$ cat config.mk
export PLATFORM = sky130hd
export DESIGN_NAME = sid_voice_regs
export DESIGN_NICKNAME = d
export VERILOG_FILES = /design/src/rtl/sid_pkg.sv /design/src/rtl/sid_sync.sv /design/src/rtl/sid_voice_regs.sv
export SDC_FILE = /design/constraint.sdc
export NUM_CORES = 1
export LEC_CHECK = 0
export ABC_AREA = 1
export CORE_MARGIN = 2
export CORE_UTILIZATION = 50
export CTS_CLUSTER_SIZE = 16
export DETAILED_ROUTE_END_ITERATION = 10
export MAX_ROUTING_LAYER = met4
export PLACE_DENSITY = 0.78
export SYNTH_ARGS = -nofsm -noshare
export SYNTH_HDL_FRONTEND = slang
export SYNTH_SLANG_ARGS = --single-unit
export TNS_END_PERCENT = 5
$ cat constraint.sdc
create_clock -name clk -period 2.1 [get_ports clk]
set_input_delay 0.21 -clock clk [delete_from_list [all_inputs] [get_ports clk]]
set_output_delay 0.21 -clock clk [all_outputs]
set_load 0.02 [all_outputs]
$ cat src/rtl/sid_pkg.sv
// Shared constants for the SID voice register front end: register offsets,
// access FSM states and control-register bit positions.
package sid_pkg;

    localparam logic [2:0] REG_FREQ_LO = 3'd0;
    localparam logic [2:0] REG_FREQ_HI = 3'd1;
    localparam logic [2:0] REG_PW_LO   = 3'd2;
    localparam logic [2:0] REG_PW_HI   = 3'd3;
    localparam logic [2:0] REG_CTRL    = 3'd4;
    localparam logic [2:0] REG_AD      = 3'd5;
    localparam logic [2:0] REG_SR      = 3'd6;

    localparam int VOICE_REGS = 7;

    typedef enum logic [1:0] {
        IDLE   = 2'd0,
        ACCESS = 2'd1,
        WAIT   = 2'd2
    } state_t;

    localparam int GATE  = 0;
    localparam int SYNC  = 1;
    localparam int RING  = 2;
    localparam int TEST  = 3;
    localparam int TRI   = 4;
    localparam int SAW   = 5;
    localparam int PULSE = 6;
    localparam int NOISE = 7;

endpackage

$ cat src/rtl/sid_sync.sv
// N-stage flip-flop synchronizer for a group of asynchronous inputs.
// Latency STAGES clk; no backpressure. Reset loads RST_VAL into every stage.
module sid_sync #(
    parameter int                WIDTH   = 1,
    parameter int                STAGES  = 2,
    parameter logic [WIDTH-1:0]  RST_VAL = '0
) (
    input  logic             clk,
    input  logic             rst,
    input  logic [WIDTH-1:0] d,
    output logic [WIDTH-1:0] q
);

    logic [WIDTH-1:0] stage [STAGES];

    always_ff @(posedge clk) begin
        if (rst) begin
            for (int i = 0; i < STAGES; i++) stage[i] <= RST_VAL;
        end else begin
            stage[0] <= d;
            for (int i = 1; i < STAGES; i++) stage[i] <= stage[i-1];
        end
    end

    assign q = stage[STAGES-1];

endmodule

$ cat src/rtl/sid_voice_regs.sv
// Bus write decoder for one SID voice; freq/pw commit atomically from LO shadows.
// Latency SYNC_STAGES+1 clk from cs_n rise to register update; no backpressure.
module sid_voice_regs
    import sid_pkg::*;
#(
    parameter logic [4:0] BASE_ADDR   = 5'd0,
    parameter int         SYNC_STAGES = 2
) (
    input  logic        clk,
    input  logic        rst,
    input  logic        cs_n,
    input  logic        rw,
    input  logic [4:0]  addr,
    input  logic [7:0]  data_in,
    output logic [7:0]  data_out,
    output logic        data_oe,
    output logic [15:0] freq,
    output logic [11:0] pw,
    output logic [7:0]  control,
    output logic [7:0]  attack_decay,
    output logic [7:0]  sustain_release,
    output logic        update
);

    logic       cs_s, rw_s;
    logic [4:0] addr_s;
    logic [7:0] data_s;

    sid_sync #(.WIDTH(2), .STAGES(SYNC_STAGES), .RST_VAL(2'b11)) u_sync_ctl (
        .clk (clk),
        .rst (rst),
        .d   ({cs_n, rw}),
        .q   ({cs_s, rw_s})
    );

    sid_sync #(.WIDTH(13), .STAGES(SYNC_STAGES), .RST_VAL(13'd0)) u_sync_bus (
        .clk (clk),
        .rst (rst),
        .d   ({addr, data_in}),
        .q   ({addr_s, data_s})
    );

    state_t     state;
    logic       cs_prev;
    logic       rw_lat;
    logic [2:0] off_lat;
    logic       rise_pend;
    logic [7:0] freq_lo;
    logic [7:0] pw_lo;

    logic       cs_fall, cs_rise, hit;
    logic [5:0] offset_full;

    assign cs_fall = cs_prev & ~cs_s;
    assign cs_rise = ~cs_prev & cs_s;

    // Unsigned wrap makes addresses below BASE_ADDR land far out of range.
    assign offset_full = {1'b0, addr_s} - {1'b0, BASE_ADDR};
    assign hit         = offset_full < 6'(VOICE_REGS);

    // Every register of a voice is write-only and reads back as zero.
    assign data_out = 8'h00;

    always_ff @(posedge clk) begin
        if (rst) begin
            state           <= IDLE;
            cs_prev         <= 1'b1;
            rw_lat          <= 1'b0;
            off_lat         <= 3'd0;
            rise_pend       <= 1'b0;
            freq_lo         <= 8'd0;
            pw_lo           <= 8'd0;
            data_oe         <= 1'b0;
            freq            <= 16'd0;
            pw              <= 12'd0;
            control         <= 8'd0;
            attack_decay    <= 8'd0;
            sustain_release <= 8'd0;
            update          <= 1'b0;
        end else begin
            cs_prev <= cs_s;
            update  <= 1'b0;
            case (state)
                IDLE: begin
                    if (cs_fall && hit) begin
                        state     <= ACCESS;
                        rw_lat    <= rw_s;
                        off_lat   <= offset_full[2:0];
                        data_oe   <= rw_s;
                        rise_pend <= 1'b0;
                    end
                end
                ACCESS: begin
                    // A very short cs_n pulse can rise before WAIT; remember it.
                    if (cs_rise) rise_pend <= 1'b1;
                    state <= WAIT;
                end
                WAIT: begin
                    if (cs_rise || rise_pend) begin
                        rise_pend <= 1'b0;
                        data_oe   <= 1'b0;
                        state     <= IDLE;
                        if (!rw_lat) begin
                            case (off_lat)
                                REG_FREQ_LO: freq_lo <= data_s;
                                REG_FREQ_HI: begin
                                    freq   <= {data_s, freq_lo};
                                    update <= 1'b1;
                                end
                                REG_PW_LO:   pw_lo <= data_s;
                                REG_PW_HI: begin
                                    pw     <= {data_s[3:0], pw_lo};
                                    update <= 1'b1;
                                end
                                REG_CTRL:    control         <= data_s;
                                REG_AD:      attack_decay    <= data_s;
                                REG_SR:      sustain_release <= data_s;
                                default:     ;
                            endcase
                        end
                    end
                end
                default: state <= IDLE;
            endcase
        end
    end

endmodule

Yosys cells after proc, flatten, opt, wreduce, memory -nomap -nowiden
Memory sizes are Yosys's and may differ from the RTL's.
Index checks and enable logic that the tools add are counted.
- register bits: 78
- memory bits (writable): 30
- bits of input ports: 17
- output and inout port bits: 62
- word-level logic and storage cells: 75
- memories kept: 2
- order comparisons: 1
- equal/unequal tests: 11
- mux-type cells: 17
- bitwise logic cells: 11
- reductions and logical operators: 19
- memory list (name ; words ; bits a word ; rd ports ; clocked after Yosys merged registers in ; write ports ; RTL line ; text):
    u_sync_bus.stage ; 2 ; 13 ; 2 ; 0 ; 2 ; sid_sync.sv:14 ; logic [WIDTH-1:0] stage [STAGES];
    u_sync_ctl.stage ; 2 ; 2 ; 2 ; 0 ; 2 ; sid_sync.sv:14 ;
- operator list (kind ; count):
    AND reduction 4 bit ; 8
    two-way mux 13 bit ; 2
    == test 3 bit, second input constant ; 3
    two-way mux 1 bit ; 8
    two-way mux 2 bit ; 4
    == test 3 x 2 -> 1 bit, second input constant ; 2
    != test 2 bit, second input constant ; 3
    case mux 2 bit (3 select lines) ; 1
    < comparator 5 x 3 -> 1 bit, second input constant ; 1
    inverter 1 bit ; 5
    OR 1 bit ; 4
    AND reduction 2 bit ; 2
    OR reduction 4 bit ; 1
    == test 3 x 1 -> 1 bit, second input constant ; 1
    logical NOT 3 bit ; 1
    case mux 1 bit (3 select lines) ; 1
    AND reduction 3 bit ; 1
    nonzero test 3 bit ; 1
    bitwise AND 1 bit ; 2
    == test 2 x 1 -> 1 bit, second input constant ; 1
    == test 2 bit, second input constant ; 1
    logical NOT 2 bit ; 1
    case mux 1 bit (2 select lines) ; 1
    nonzero test 2 bit ; 1
    3 further kinds ; 3

Longest topological paths before layout
Gate-level depths: netlist (run 1).
An unclocked memory read counts as a cell.
- depth in word-level cells: 6
- mapped depth: 10

Hierarchy
A second synthesis (run 1) with hierarchy kept.
- cell total of the unflattened synthesis: 586
- area, all modules: 4261.6 µm²
- by module, submodules not included (module ; instances ; cells an instance ; area each (µm²) ; seq. area each (µm²)):
    sid_voice_regs ; 1 ; 477 ; 3280.6 ; 1561.5
    sid_sync at u_sync_bus ; 1 ; 94 ; 849.6 ; 520.5
    sid_sync at u_sync_ctl ; 1 ; 15 ; 131.4 ; 80.1

Worst setup path before layout (run 1)
Ideal clock, no wire load.
- kind: reg2reg
- start: register state[1]
- end: register attack_decay[5]
- arrival time: 1.101 ns
- slack: 0.867 ns
- stages on the path, launching flop included: 6
- path buffers: 0
- clock period less this slack: 1.233 ns
- path through: dfxtp_1 > nand2_4 > nor2_2 > nand2_1 > nand2_1 > a21oi_1
- cells in the longest elaborated chain, start to end: 2
- ends and longest elaborated chain (what ; RTL line ; text):
    start: declaration ; sid_voice_regs.sv:43 ; state_t state;
    start signal: assignment ; sid_voice_regs.sv:66 ; state <= IDLE;
    start signal: assignment ; sid_voice_regs.sv:86 ; state <= ACCESS;
    start signal: assignment ; sid_voice_regs.sv:96 ; state <= WAIT;
    == test 2 bit ; sid_voice_regs.sv:83 ; case (state)
    AND reduction 4 bit (no line) ; -- ;
    end signal: assignment ; sid_voice_regs.sv:116 ; REG_AD: attack_decay <= data_s;
    end: declaration ; sid_voice_regs.sv:20 ; output logic [7:0] attack_decay,
No other way between the ends.
A chain may end at the register's enable or synchronous reset.

Worst setup path in the final report (run 1)
- start: register cs_prev
- end: register pw[5]
- cells in the longest elaborated chain, start to end: 4
- ends and longest elaborated chain (what ; RTL line ; text):
    start: declaration ; sid_voice_regs.sv:44 ; logic cs_prev;
    start signal: assignment ; sid_voice_regs.sv:81 ; cs_prev <= cs_s;
    inverter 1 bit ; sid_voice_regs.sv:55 ; assign cs_rise = ~cs_prev & cs_s;
    bitwise AND 1 bit ; sid_voice_regs.sv:55 ;
    logical OR 1 bit ; sid_voice_regs.sv:99 ; if (cs_rise || rise_pend) begin
    AND reduction 4 bit (no line) ; -- ;
    end signal: assignment ; sid_voice_regs.sv:112 ; pw <= {data_s[3:0], pw_lo};
    end: declaration ; sid_voice_regs.sv:18 ; output logic [11:0] pw,
No other way between the ends.

==> results of run 1 <==
==> where the power goes <==
part | internal, mW | switching, mW | leakage, nW | total, mW
clock network | 0.829 | 0.675 | 0.120 | 1.50
logic | 0.0747 | 0.150 | 1.04 | 0.224
registers | 2.08 | 0.0212 | 0.877 | 2.10
total | 2.99 | 0.846 | 2.04 | 3.83
==> layer usage <==
layer | vias up | wire (microns)
li1 | 1696 | -
met3 | 16 | 464
met2 | 88 | 3720
met1 | 1424 | 3480
met5 | - | 0
met4 | 0 | 125
==> area by class of cell <==
class                      count  area (sq um)  area share, %
sequential                   108          2160           43.6
multi-input combinational    336          1510           30.5
timing repair buffer          73           723           14.6
inverter                      50           190           3.83
clock buffer                  11           141           2.85
tap                          102           128           2.57
clock inverter                 5           106           2.14
==> cell families after synthesis <==
logic type,count (synthesis),share of synthesized area [%]
DFF,108,54.2
and+or+nand+nor,286,31.9
buffers and inverters,78,8.56
AOI/OAI and AO/OA,42,5.27
other,1,0.0940
==> worst max-delay path, stage by stage, from the launching register on <==
cell and delay [ns]:
dfxtp_1 0.31, inv_1 0.06, nand2_1 0.07, nand2_1 0.12
nand2_4 0.13, inv_4 0.20, nand2_1 0.25, inv_1 0.33
nor2_1 0.07, nor2_1 0.12
==> state kept, by name, indices dropped and copies added, names as in the netlist <==
name,cells
data_oe,1
u_sync_bus.stage,26
control,8
cs_prev,1
update,1
freq,16
freq_lo,8
pw,12
pw_lo,8
state,2
attack_decay,8
sustain_release,8
off_lat,3
rise_pend,1
u_sync_ctl.stage,4
rw_lat,1
==> how the worst min path moves through the flow <==
| stage | depth (start not counted) | end | from |
|---|---|---|---|
| 3_3_place_gp | 2 | u_sync_bus.stage[0][25]$_SDFF_PP0_ | u_sync_bus.stage[0][12]$_SDFF_PP0_ |
| 4_1_cts | 3 | u_sync_bus.stage[0][1]$_SDFF_PP0_ | data_in[1] |
| 3_5_place_dp | 2 | u_sync_bus.stage[0][13]$_SDFF_PP0_ | u_sync_bus.stage[0][0]$_SDFF_PP0_ |
| 6_report | 3 | u_sync_bus.stage[0][1]$_SDFF_PP0_ | data_in[1] |
| 5_1_grt | 3 | u_sync_bus.stage[0][0]$_SDFF_PP0_ | data_in[0] |
| 2_1_floorplan | 1 | u_sync_ctl.stage[0][0]$_SDFF_PP1_ | rw |
==> cells in the final DEF, fill, tap and decap left out, drive strengths merged <==
cell type and instances:
nor2 165, dfxtp 108, clkdlybuf4s50 70, nand2 59, inv 51, nand3 47
o21ai 32, clkbuf 11, a21oi 10, conb 8, nor3 8, or2 6
bufinv 3, buf 3, nor4 1, clkinvlp 1
==> per-stage QoR <==
step | utilization (%) | std cells | hold slack (ns) | cell area (sq um) | setup slack (ns)
floorplan | - | 522 | 0.314 | 4020 | 0.867
global route | 64.2 | 685 | 0.357 | 4960 | 0.145
CTS | 64.2 | 685 | 0.341 | 4960 | 0.347
detailed placement | 61.0 | 669 | 0.392 | 4710 | 0.372
global placement | 61.0 | 669 | 0.389 | 4710 | 0.507
finish | 64.2 | 685 | 0.350 | 4960 | 0.378
==> run_results.csv, run 1 <==
group,metric,value,unit
power_and_ir_drop,powerDensity,772,nW/um^2
place,gp_congestion,0.776,
setup_path,crit_arrival,2.02,ns
yosys,synth-edff-count,0,
sta,period_needed,1.72,ns
floorplan,io-pin-count,79,
sta,worst_pin_slew,0.550,ns
yosys,ys_seq_elements,108,
sta,timing.final.crit_share,82.0,%
cts,cts_root_buf,"clkbuf_8",
route,drc,0,
setup_path,r2r_setup_slack,0.38,ns
floorplan,die_h,93.3,microns
cts,cts.sinks,108,
yosys,synthArstFlopShare,0,%
setup_path,path_max_fanout,20,
setup_path,setup.worst_path.start,"cs_prev$_SDFF_PP1_",
sta,fmax,581,MHz
yosys,synth_area_leader_cell,"dfxtp_1",
route,vias_per_cell,4.71,
yosys,synthFlopType,"dfxtp_1",
setup_path,r2r-start,"cs_prev$_SDFF_PP1_",
yosys,syn_area_per_cell,7.75,sq um
yosys,synthTopCellsByCount,"163 x nor2_1, 108 x dfxtp_1, 56 x nand2_1",
yosys,yosysWarnings,0,
yosys,post-synth-top-count-cell,"nor2_1",
yosys,synth_area_leaders,"dfxtp_1 54%, nor2_1 15%, nand3_1 5.9%, nand2_1 5.3%, inv_1 4.1%",
sta,drv_slew,0,
route,drt_iter0_markers,200,
sta,rsz0062_at_grt,"false",
route,wirelength,7.79,mm
setup_path,cp-end-kind,"flop",
yosys,ys_seq_area_share,54.2,%
power_and_ir_drop,p_leak,2.04,nW
route,vias,3224,
cts,cts_setup_buffers,0,
setup_path,r2r_end,"pw[5]$_SDFFE_PP0P_",
grt,globalRouteMet3Util,5.56,%
cts,clk-insertion-delay-late,0.36,ns
floorplan,dieArea,8710,sq um
grt,gr-total-overflow,0,
setup_path,endpoint,"pw[5]$_SDFFE_PP0P_",
sta,setup_viol,0,
floorplan,rows,32,
grt,grt_pass1_vias,2792,
grt,grt_use_total,19.0,%
run,max_cap_viol_count,0,
layout,diodes,0,
yosys,synthCells,515,
setup_path,r2r_cells,9,
place,dpl.hpwl,5.45,mm
grt,grt_max_degree,67,
cts,cts.clk_slew.worst_paths,0.09,ns
route,wl_per_cell,11.4,microns
sta,fin_setup_tns,0,ns
setup_path,required,2.40,ns
power_and_ir_drop,finalPower,3.83,mW
route,drtPass1Iterations,4,
sta,fin_skew,0.00957,ns
cts,tritoncts,"done",
grt,grt_pass1_wl,12.7,mm
cts,cts_resized,0,
place,port-buffer-count,70,
setup_path,start_kind,"flop",
layout,fillerInstances,690,
grt,antenna_found_initial,0,
setup_path,worstSetupPathType,"reg2reg",
hold_path,hp-class,"in2reg",
route,antenna_left,0,
yosys,synth_top_area_share,54.2,%
grt,use_met2,30.0,%
sta,relSlewSlack,63.4,%
floorplan,core,7730,sq um
layout,num-nets-final,595,
cts,htreeDepth,3,
cts,ctsHoldBuffers,0,
grt,grt_busiest_layer,"met2",
yosys,synth_cell_types,21,
grt,grtUsageMet1,23.3,%
floorplan,die_w,93.3,microns
layout,drive_above_1_share,7.38,%
sta,hold_viol,0,
power_and_ir_drop,ir_worst_vdd,0.000551,V
cts,cts_buffer_depth,2,
floorplan,start_util,51.6,%
yosys,synth_area,3990,sq um
layout,area.growth.synth_to_final,24.4,%
cts,cts_inserted_buffers,9,
outcome,status,"finished, final reports clean",
(Power assumes the default switching activity.)
==> run 2, diff against run 1 <==
==> constraint.sdc (replaced) <==
create_clock -name clk -period 1.65 [get_ports clk]
set_input_delay 0.165 -clock clk [delete_from_list [all_inputs] [get_ports clk]]
set_output_delay 0.165 -clock clk [all_outputs]
set_load 0.02 [all_outputs]
==> run 2 against run 1 <==
Effect of this change:
- via count rose by 0.81%
- combinational power rose by 31%
- clock power fell by 9%
- register-to-register slack got worse by 0.19 ns
- cell count rose by 0.58%
- flip-flop and latch count did not move
- sequential power rose by 28%
- critical endpoint is now attack_decay[7]
- largest cell class unchanged
==> run_results.csv, run 2 (synthesis gave the netlist of run 1 again) <==
group,metric,value,unit
cts,cts.clk_slew.worst_paths,0.09,ns
route,drtPass1Iterations,5,
layout,final_cell_mix,"163 x nor2_1, 107 x dfxtp_1, 70 x clkdlybuf4s50_1, 55 x nand2_1, 47 x nand3_1",
setup_path,slowest_stage,"clkdlybuf4s50_1",
layout,num-nets-final,600,
layout,postLayoutCoreUtil,63.6,%
sta,drv_slew,0,
setup_path,max_stage_delay,0.63,ns
power_and_ir_drop,finalPower,4.33,mW
layout,final_common_cell,"nor2_1",
setup_path,worstSetupPathType,"reg2out",
setup_path,required,1.48,ns
place,port-buffer-count,70,
cts,cts_root_buf,"clkbuf_8",
route,drt_iter0_markers,183,
power_and_ir_drop,p_sw,1.04,mW
floorplan,core,7730,sq um
route,antenna_left,0,
cts,clk-insertion-delay-late,0.36,ns
power_and_ir_drop,seq_power_share,61.8,%
grt,grt_pass1_wl,12.8,mm
hold_path,hp-class,"in2reg",
floorplan,dieArea,8710,sq um
power_and_ir_drop,clock_power_share,31.4,%
cts,htreeDepth,3,
grt,grt_pass1_vias,2983,
floorplan,die_h,93.3,microns
layout,diodes,0,
setup_path,start_kind,"flop",
sta,fin_skew,0.00470,ns
power_and_ir_drop,p_int,3.29,mW
place,dpl.hpwl,5.53,mm
setup_path,path_cells,"clkdlybuf4s50_1",
floorplan,die_w,93.3,microns
power_and_ir_drop,p_sw_share,24.0,%
grt,gr-total-overflow,0,
layout,regMostFlops,"u_sync_bus.stage",
route,wl_per_cell,11.1,microns
sta,worst_pin_slew,0.550,ns
layout,area.growth.synth_to_final,23.3,%
grt,antenna_found_initial,0,
grt,grt_use_total,19.3,%
sta,hold_viol,0,
run,max_cap_viol_count,0,
power_and_ir_drop,powerDensity,881,nW/um^2
power_and_ir_drop,combPwrFrac,6.8,%
layout,largest_reg_flops,26,
grt,grt_max_degree,67,
cts,tritoncts,"done",
sta,fin_setup_tns,0,ns
power_and_ir_drop,ir_worst_vdd,0.000579,V
floorplan,start_util,51.6,%
setup_path,crit_buf_inv,1,
place,gp_congestion,0.816,
place,dpl.cell_count,673,
sta,fmax,656,MHz
layout,reg_top3,"u_sync_bus.stage (26), freq (16), pw (12)",
place,preCtsSetupSlack,0.0534,ns
sta,period_needed,1.52,ns
sta,timing.final.crit_share,92.3,%
route,drc,0,
cts,cts_buffer_depth,2,
route,vias,3250,
cts,cts_inserted_buffers,9,
sta,setup_viol,0,
setup_path,cp-end-kind,"primary output",
layout,fin_cells,689,
cts,cts.sinks,108,
route,wirelength,7.63,mm
sta,setup_ws,0.127,ns
setup_path,crit_arrival,1.36,ns
sta,relSlewSlack,63.3,%
setup_path,path_max_fanout,2,
setup_path,cp_top_family,"buffers and inverters",
layout,drive_above_1_share,8.35,%
route,vias_per_cell,4.72,
outcome,status,"finished, final reports clean",
power_and_ir_drop,p_leak,2.01,nW
sta,rsz0062_at_grt,"false",
cts,ctsHoldBuffers,0,
floorplan,io-pin-count,79,
floorplan,rows,32,
[run 2: changes by cell type in the layout (fill, tap and decap cells not counted), sizes merged]
cell / delta
inv: -2
clkinv: +1
buf: +5
clkinvlp: +3
bufinv: -3
[run 2: what timing repair did]
action / CTS / global route
endpoints found under the setup margin: 0 / 12
resized for setup: 0 / 3
buffers inserted: 0 / 1
[run 2: final timing paths]
check                                                       start                                  to  slack [ns]  cells after the start
worst max-delay path                 attack_decay[7]$_SDFFE_PP0P_                     attack_decay[7]        0.13                      1
worst min-delay path                                   data_in[5]   u_sync_bus.stage[0][5]$_SDFF_PP0_        0.31                      3
worst max register to register              state[0]$_SDFFE_PP0P_                  pw[0]$_SDFFE_PP0P_        0.19                      8
worst min register to register  u_sync_bus.stage[0][4]$_SDFF_PP0_  u_sync_bus.stage[0][17]$_SDFF_PP0_        0.40                      2
[run 2: worst min-delay path, cell delays in order]
cell,delay (ns)
clkdlybuf4s50_1,0.39
inv_1,0.05
nor2_1,0.03
[run 2: through the flow]
stage / area [sq um] / hold WS [ns]
after floorplan: 4020 / 0.269
final: 4920 / 0.307
after global routing: 4920 / 0.303
after global placement: 4740 / 0.391
after detailed placement: 4740 / 0.392
after CTS: 4900 / 0.292
[run 2: layout make-up]
cell class              count  area, sq um
well taps                 102          128
flip-flops and latches    108         2160
inverters                  50          194
fillers                   682         2810
clock inverters             4         27.5
multi-input cells         336         1510
clock buffers              11          131
repair buffers             78          761
[run 2: layer usage]
layer	part of all wire [%]	global-route usage [%]
met1	43	22.1
met5	0	-
met2	50	31.6
met4	2.5	11.4
met3	5.0	3.38
[run 2: power groups by stage]
| stage | Clock [mW] | Sequential (mW) | Combinational, mW |
|---|---|---|---|
| 2_1_floorplan | 0 | 2.73 | 0.224 |
| 6_report | 1.36 | 2.68 | 0.294 |
| 3_5_place_dp | 0 | 2.74 | 0.292 |
| 5_1_grt | 1.49 | 2.68 | 0.333 |
| 4_1_cts | 1.39 | 2.68 | 0.293 |
| 3_3_place_gp | 0 | 2.74 | 0.286 |
==> run 3, diff against run 2 <==
--- a/config.mk
+++ b/config.mk
@@ -6,6 +6,8 @@
 export NUM_CORES = 1
 export LEC_CHECK = 0
 export ABC_AREA = 1
+export CAP_MARGIN = 25
+export CORE_ASPECT_RATIO = 0.8
 export CORE_MARGIN = 2
 export CORE_UTILIZATION = 50
 export CTS_CLUSTER_SIZE = 16
==> run 3 against run 2 <==
Effect of this change:
- clock-buffer cell count unchanged
- critical path depth unchanged
- via count up 0.40%
- flip-flop and latch count unchanged
- clock skew up 0.0055 ns
- non-clock buffer count up 1
==> run_results.csv, run 3 (synthesis gave the netlist of run 1 again) <==
group,metric,value,unit
outcome,status,"finished, final reports clean",
route,wirelength,7.99,mm
hold_path,worstHoldStart,"data_in[2]",
floorplan,rows,29,
grt,grt_max_degree,39,
grt,grt_pass1_wl,13.5,mm
setup_path,path_max_fanout,2,
grt,grt_pass1_vias,2993,
sta,fin_skew,0.0102,ns
layout,final_cell_mix,"163 x nor2_1, 108 x dfxtp_1, 70 x clkdlybuf4s50_1, 55 x nand2_1, 47 x nand3_1",
grt,grt_use_total,19.6,%
hold_path,hp-class,"in2reg",
route,drtPass1Iterations,5,
layout,num-nets-final,601,
run,max_cap_viol_count,0,
floorplan,dieArea,8710,sq um
setup_path,r2r_end,"pw[8]$_SDFFE_PP0P_",
sta,timing.final.crit_share,92.0,%
hold_path,whs_path_depth,3,
route,vias_per_cell,4.68,
grt,gr-total-overflow,0,
power_and_ir_drop,finalPower,4.57,mW
sta,fin_setup_tns,0,ns
setup_path,worstSetupPathType,"reg2out",
cts,cts_inserted_buffers,9,
cts,cts.sinks,108,
layout,area.growth.synth_to_final,25.0,%
setup_path,crit_arrival,1.35,ns
floorplan,die_w,104,microns
floorplan,core,7840,sq um
layout,diodes,0,
layout,design_area,4990,sq um
setup_path,r2r_cells,8,
sta,rsz0062_at_grt,"false",
sta,fmax,659,MHz
cts,tritoncts,"done",
cts,cts_root_buf,"clkbuf_8",
power_and_ir_drop,powerDensity,917,nW/um^2
sta,period_needed,1.52,ns
setup_path,crit_buf_inv,1,
cts,cts.clk_slew.worst_paths,0.10,ns
cts,clk-insertion-delay-late,0.36,ns
layout,regMostFlops,"u_sync_bus.stage",
power_and_ir_drop,p_leak,2.04,nW
cts,ctsHoldBuffers,0,
layout,largest_reg_flops,26,
setup_path,slowest_stage,"clkdlybuf4s50_1",
hold_path,whs_endpoint,"u_sync_bus.stage[0][2]$_SDFF_PP0_",
sta,hold_viol,0,
layout,postLayoutCoreUtil,63.6,%
sta,drv_slew,0,
cts,htreeDepth,3,
place,place_area,4770,sq um
route,antenna_left,0,
setup_path,r2r-start,"state[0]$_SDFFE_PP0P_",
setup_path,start_kind,"flop",
place,gp_congestion,0.958,
route,drc,0,
setup_path,r2r_setup_slack,0.18,ns
power_and_ir_drop,ir_worst_vdd,0.000689,V
sta,holdWs,0.311,ns
setup_path,path_cells,"clkdlybuf4s50_1",
layout,reg_top3,"u_sync_bus.stage (26), freq (16), pw (12)",
sta,setup_viol,0,
setup_path,required,1.48,ns
route,wl_per_cell,11.5,microns
route,vias,3263,
place,dpl.hpwl,6.02,mm
layout,drive_above_1_share,8.66,%
grt,antenna_found_initial,0,
place,port-buffer-count,70,
setup_path,cp_top_family,"buffers and inverters",
layout,fillerInstances,714,
floorplan,io-pin-count,79,
cts,cts_buffer_depth,2,
setup_path,cp-end-kind,"primary output",
route,drt_iter0_markers,208,
floorplan,die_h,83.9,microns
layout,final_common_cell,"nor2_1",
floorplan,start_util,50.9,%
setup_path,max_stage_delay,0.62,ns
==> run 3: through the flow <==
step                      setup WS [ns]  std cells
after CTS                        0.0265        696
after global routing             0.0253        697
final                             0.133        697
after floorplan                   0.417        522
after global placement            0.159        680
after detailed placement         0.0524        680
==> run 3: how the worst max path moves through the flow <==
stage	slack, ns	depth (start not counted)	to	startpoint
after global placement	0.16	9	pw[4]$_SDFFE_PP0P_	cs_prev$_SDFF_PP1_
final	0.13	1	attack_decay[1]	attack_decay[1]$_SDFFE_PP0P_
after CTS	0.03	9	pw[8]$_SDFFE_PP0P_	cs_prev$_SDFF_PP1_
after detailed placement	0.05	9	pw[8]$_SDFFE_PP0P_	cs_prev$_SDFF_PP1_
after global routing	0.03	6	freq_lo[0]$_SDFFE_PP0P_	state[1]$_SDFFE_PP0P_
after floorplan	0.42	5	attack_decay[5]$_SDFFE_PP0P_	state[1]$_SDFFE_PP0P_
==> run 3: layout make-up <==
type	count	area [sq um]	area share (%)
Sequential cell	108	2160	43.4
Multi-Input combinational cell	336	1510	30.4
Timing Repair Buffer	79	781	15.7
Inverter	50	194	3.89
Clock buffer	11	141	2.84
Tap cell	108	135	2.71
Clock inverter	5	58.8	1.18
==> run 3: routing by layer <==
layer | up-vias | track usage (%) | wire [microns]
li1 | 1713 | - | -
met2 | 106 | 32.4 | 3760
met1 | 1436 | 24.1 | 3650
met3 | 8 | 4.92 | 512
met5 | - | - | 0
met4 | 0 | 5.77 | 75
==> run 3: report_power, final <==
group          switching [mW]  internal (mW)  total [mW]
logic                   0.197          0.106       0.303
registers              0.0258           2.65        2.68
clock network           0.846          0.747        1.59
total                    1.07           3.50        4.57
==> run 3: what timing repair did <==
| item | 4_1_cts | 5_1_grt |
|---|---|---|
| setup endpoints to repair | 0 | 12 |
| setup buffers | 0 | 1 |
| resized for setup | 0 | 2 |
==> variant 1 (flow settings as in run 3) <==
Change the parameter `SYNC_STAGES` from 2 to 1.
--- a/src/rtl/sid_voice_regs.sv
+++ b/src/rtl/sid_voice_regs.sv
@@ -4,7 +4,7 @@
     import sid_pkg::*;
 #(
     parameter logic [4:0] BASE_ADDR   = 5'd0,
-    parameter int         SYNC_STAGES = 2
+    parameter int         SYNC_STAGES = 1
 ) (
     input  logic        clk,
     input  logic        rst,
Function: changed (Yosys sat finds a counterexample within 4 cycles, from zero or initial values and one cycle with rst high).
==> variant 1 against run 3 <==
  * Non-clock buffer count decreased by 3
  * Power decreased by 11%
  * Combinational power up 4%
  * Area after synthesis fell by 11%
  * Setup slack improved by 13 ps
  * Clock skew is 1.2 ps lower
  * Sequential cell count shrank 15
  * Cell area down 9.2%
  * Wire length decreased by 6.9%
  * Critical path type unchanged
  * Highest routed layer unchanged
==> variant 1: results (changes against run 3) <==
| Metric | Value |
|---|---|
| Result of the run | complete, no violations |
| First-pass detailed-route iteration total | 4 (-1) |
| Weighted congestion reported at the end of routability-driven placement | 0.838 (-13%) |
| Count of inverters not on the clock network in the layout | 37 (-26%) |
| Final layout net count | 555 (-7.7%) |
| Count of placed standard cells in the final layout, fillers left out | 629 (-9.8%) |
| Synth Area in Compound Gates | 5.89% (+0.62 points) |
| Antenna violations before repair | 0 (unchanged) |
| Static Leakage | 1.85 nW (-9.4%) |
| Cell internal power dissipation | 3.08 mW (-12%) |
| Signal buffers | 76 (-3.8%) |
| Worst IR Drop VDD | 0.506 mV (-27%) |
| Clock tree sinks | 93 (-14%) |
| Ranking of synthesized cells by area | sky130_fd_sc_hd__dfxtp_1 (52%), sky130_fd_sc_hd__nor2_1 (16%), sky130_fd_sc_hd__nand3_1 (6.6%) |
| Wire length of the first global-routing pass | 12700 µm (-5.8%) |
| Via count of the first global-routing pass | 2820 (-5.8%) |
| Top cells by count, synth | sky130_fd_sc_hd__nor2_1 (150), sky130_fd_sc_hd__dfxtp_1 (93), sky130_fd_sc_hd__nand2_1 (56) |
| Power in sequential cells | 2.31 mW (-14%) |
| Std cell rows | 27 (-6.9%) |
| Seq/total area | 41.1% (-2.3 points) |
| Relative contribution of combinational cells to total power | 7.8% (+1.2 points) |
| Number of combinational gates with multiple inputs | 321 (-4.5%) |
| Pin count of the biggest net entering global routing | 33 (-15%) |
| Number of fill cells in the layout | 586 (-18%) |
| Sequential share of the synthesized area | 52.2% (-2.0 points) |
| Gate count after technology mapping | 470 (-8.7%) |
| Signal buf overhead | 17.3% (+1.6 points) |
| Total routing usage reported by global routing | 20.9% (+1.2 points) |
| Wire length per cell after detailed routing | 11.8 µm (+3.2%) |
| Regs by FF count | freq (16), u_sync_bus.stage (13), pw (12) |
| Worst-case clock skew | 9.02 ps (-1.23 ps) |
| Final HPWL from detailed placement | 5500 µm (-8.6%) |
| Per-cell via count in the routed design | 4.88 (+4.2%) |
| Total power of the final layout | 4.05 mW (-11%) |
| Instance area after placement | 4350 µm² (-8.9%) |
| Fraction of layout cells with a size suffix above 1 | 7.93% (-0.73 points) |
| Layout area overhead | 26.9% |
| Number of DRC violations after detailed-routing iteration 0 | 93 (-55%) |
| Xor/xnor cell area share of the yosys netlist | 0% (unchanged) |
| Inst Count DP | 614 (-9.7%) |
variant 1: cell families (layout without fill, tap and decap cells):
kind of cell           Yosys count  count (layout)
and+or+nand+nor                271             271
buffers and inverters           63             128
DFF                             93              93
other                            1               8
AOI/OAI and AO/OA               42              42
variant 1: final timing paths:
path                          startpoint                     end  slack (ps)  depth (start not counted)
hold / removal                   addr[0]  u_sync_bus.stage[0][8]         310                          3
setup reg to reg  u_sync_ctl.stage[0][1]                  pw[10]         150                          8
setup / recovery         attack_decay[0]         attack_decay[0]         150                          1
hold reg to reg               freq_lo[4]              freq_lo[4]         470                          2
variant 1: worst reg2reg max path: cells and delay by family (launching register included):
kind | cells | cell delay [ps]
AND/OR/NAND/NOR | 5 | 530
flip-flops | 1 | 360
buffers and inverters | 2 | 320
AO/OA/AOI/OAI | 1 | 180
variant 1: layer usage:
layer	vias up	part of all wire, %	track usage, %
met4	0	1.9	8.22
met1	1371	45	25.5
met3	16	5.8	4.82
met5	-	0	-
met2	91	47	33.9
li1	1589	-	-
==> variant 2 (config.mk and constraints of run 3) <==
Without the edit above. Encoding of `state_t`: now one-hot (3 bits for 3 states).
--- a/src/rtl/sid_pkg.sv
+++ b/src/rtl/sid_pkg.sv
@@ -12,10 +12,10 @@
 
     localparam int VOICE_REGS = 7;
 
-    typedef enum logic [1:0] {
-        IDLE   = 2'd0,
-        ACCESS = 2'd1,
-        WAIT   = 2'd2
+    typedef enum logic [2:0] {
+        IDLE   = 3'b001,
+        ACCESS = 3'b010,
+        WAIT   = 3'b100
     } state_t;
 
     localparam int GATE  = 0;
Function: same outputs for any inputs over 10 cycles, from zero or initial values and one cycle with rst high; not proved beyond that.
==> variant 2 against run 3 <==
  * Area after synthesis grew 4.2%
  * First-iteration DRC count shrank 26%
  * Sequential cell count grew 1
  * Utilization grew 0.54 points
  * Wire length grew 4.2%
  * Setup slack lost 63 ps
  * Global-route usage grew 0.34 points
  * Sequential share of layout area shrank 0.75 points
  * Power shrank 3.0%
  * Cell area grew 2.7%
  * Cell count grew 6.2%
  * Synthesized cell count grew 8.7%
  * Largest power group unchanged
==> variant 2: results (changes against run 3) <==
| Metric | Value |
|---|---|
| Count of placed standard cells in the final layout, fillers left out | 740 (+6.2%) |
| Clock buf count | 9 (-2) |
| Data arrival time of the critical path | 1420 ps (+70 ps) |
| Number of combinational gates with multiple inputs | 362 (+7.7%) |
| Met3 wire len | 678 µm (+32%) |
| Via count of the first global-routing pass | 3235 (+8.1%) |
| Worst IR Drop VDD | 0.434 mV (-37%) |
| Clock Power Share | 33.6% (-1.2 points) |
| Top layer used by detailed routing | met4 |
| Ranking of synthesized cells by area | sky130_fd_sc_hd__dfxtp_1 (52%), sky130_fd_sc_hd__nor2_1 (14%), sky130_fd_sc_hd__nand2_1 (11%) |
| First element of the critical path | attack_decay[6] |
| Fraction of area in clock buffers and inverters | 3.62% (-0.40 points) |
| Pin count of the biggest net entering global routing | 51 (+31%) |
| Number of DRC violations after detailed-routing iteration 0 | 153 (-26%) |
| Final HPWL from detailed placement | 5970 µm (-0.91%) |
| Number of synthesis warnings | 0 (unchanged) |
| Wire length on met2 | 3860 µm (+2.7%) |
| Final layout net count | 644 (+7.2%) |
| Adder and majority gate portion of the synthesized area | 0% (unchanged) |
| Met2 Resource Use GR | 33.7% (+1.3 points) |
| Signal buf overhead | 16.4% (+0.76 points) |
| Antenna violations before repair | 0 (unchanged) |
| Hold Crit Start | data_in[5] |
| Beginning of the worst register-to-register path | state[0] |
| Largest stage delay on the critical path | 640 ps (+20 ps) |
| Sequential share of the synthesized area | 52.5% (-1.7 points) |
| Inst Count DP | 724 (+6.5%) |
| Met1 global-route usage | 24.2% (+0.16 points) |
| Gate count after technology mapping | 560 (+8.7%) |
| Worst-case clock skew | 14.8 ps (+4.53 ps) |
| Seq/total area | 42.6% (-0.75 points) |
| Met1 Routed Length | 3680 µm (+0.77%) |
| Total routing usage reported by global routing | 20.0% (+0.34 points) |
| Number of fill cells in the layout | 695 (-2.7%) |
| Async set or reset register ratio after synthesis | 0% (unchanged) |
| Number of flip-flops and latches in the synthesized netlist | 109 (+0.93%) |
| Signal buffers | 82 (+3.8%) |
| Weighted congestion reported at the end of routability-driven placement | 0.838 (-12%) |
| First-pass detailed-route iteration total | 4 (-1) |
| Buffer count from post-CTS setup fixing | 0 (unchanged) |
| Wire length per cell after detailed routing | 11.3 µm (-1.9%) |
| Total via count in the routed design | 3417 (+4.7%) |
| Fraction of layout cells with a size suffix above 1 | 7.59% (-1.1 points) |
| Top cells by count, synth | sky130_fd_sc_hd__nor2_1 (154), sky130_fd_sc_hd__nand2_1 (125), sky130_fd_sc_hd__dfxtp_1 (109) |
| Grt met3 use | 4.64% (-0.28 points) |
| Result of the run | complete, no violations |
| Count of inverters not on the clock network in the layout | 63 (+26%) |
| Count of different cell masters after synthesis | 22 (+4.8%) |
| Fraction of area in multi-input gates | 30.1% (-0.26 points) |
variant 2: tightest hold or removal path, stage by stage:
cell                              delay [ps]
sky130_fd_sc_hd__clkdlybuf4s50_1         390
sky130_fd_sc_hd__inv_1                    50
sky130_fd_sc_hd__nor2_1                   30
variant 2: final timing paths:
check / slack [ps] / endpoint / cells past startpoint
worst max-delay path: 70 / attack_decay[6] / 1
worst min-delay path: 300 / u_sync_bus.stage[0][5] / 3
worst max register to register: 120 / freq_lo[7] / 6
worst min register to register: 410 / u_sync_bus.stage[0][21] / 2
variant 2: through the flow:
step                power, mW  area [µm²]  util (%)  setup WS [ps]
detailed placement       3.01        4930      61.8            106
global placement         3.00        4930      61.8            193
CTS                      4.47        5120      64.1           76.5
floorplan                2.93        4180         -            322
finish                   4.44        5120      64.2           69.9
global route             4.60        5120      64.2           4.10
variant 2: timing repair:
| item | CTS | global route |
|---|---|---|
| endpoints found under the setup margin | 0 | 4 |
| hold endpoints to repair | 0 | 0 |
| resized for setup | 0 | 1 |
| hold buffers | 0 | 0 |
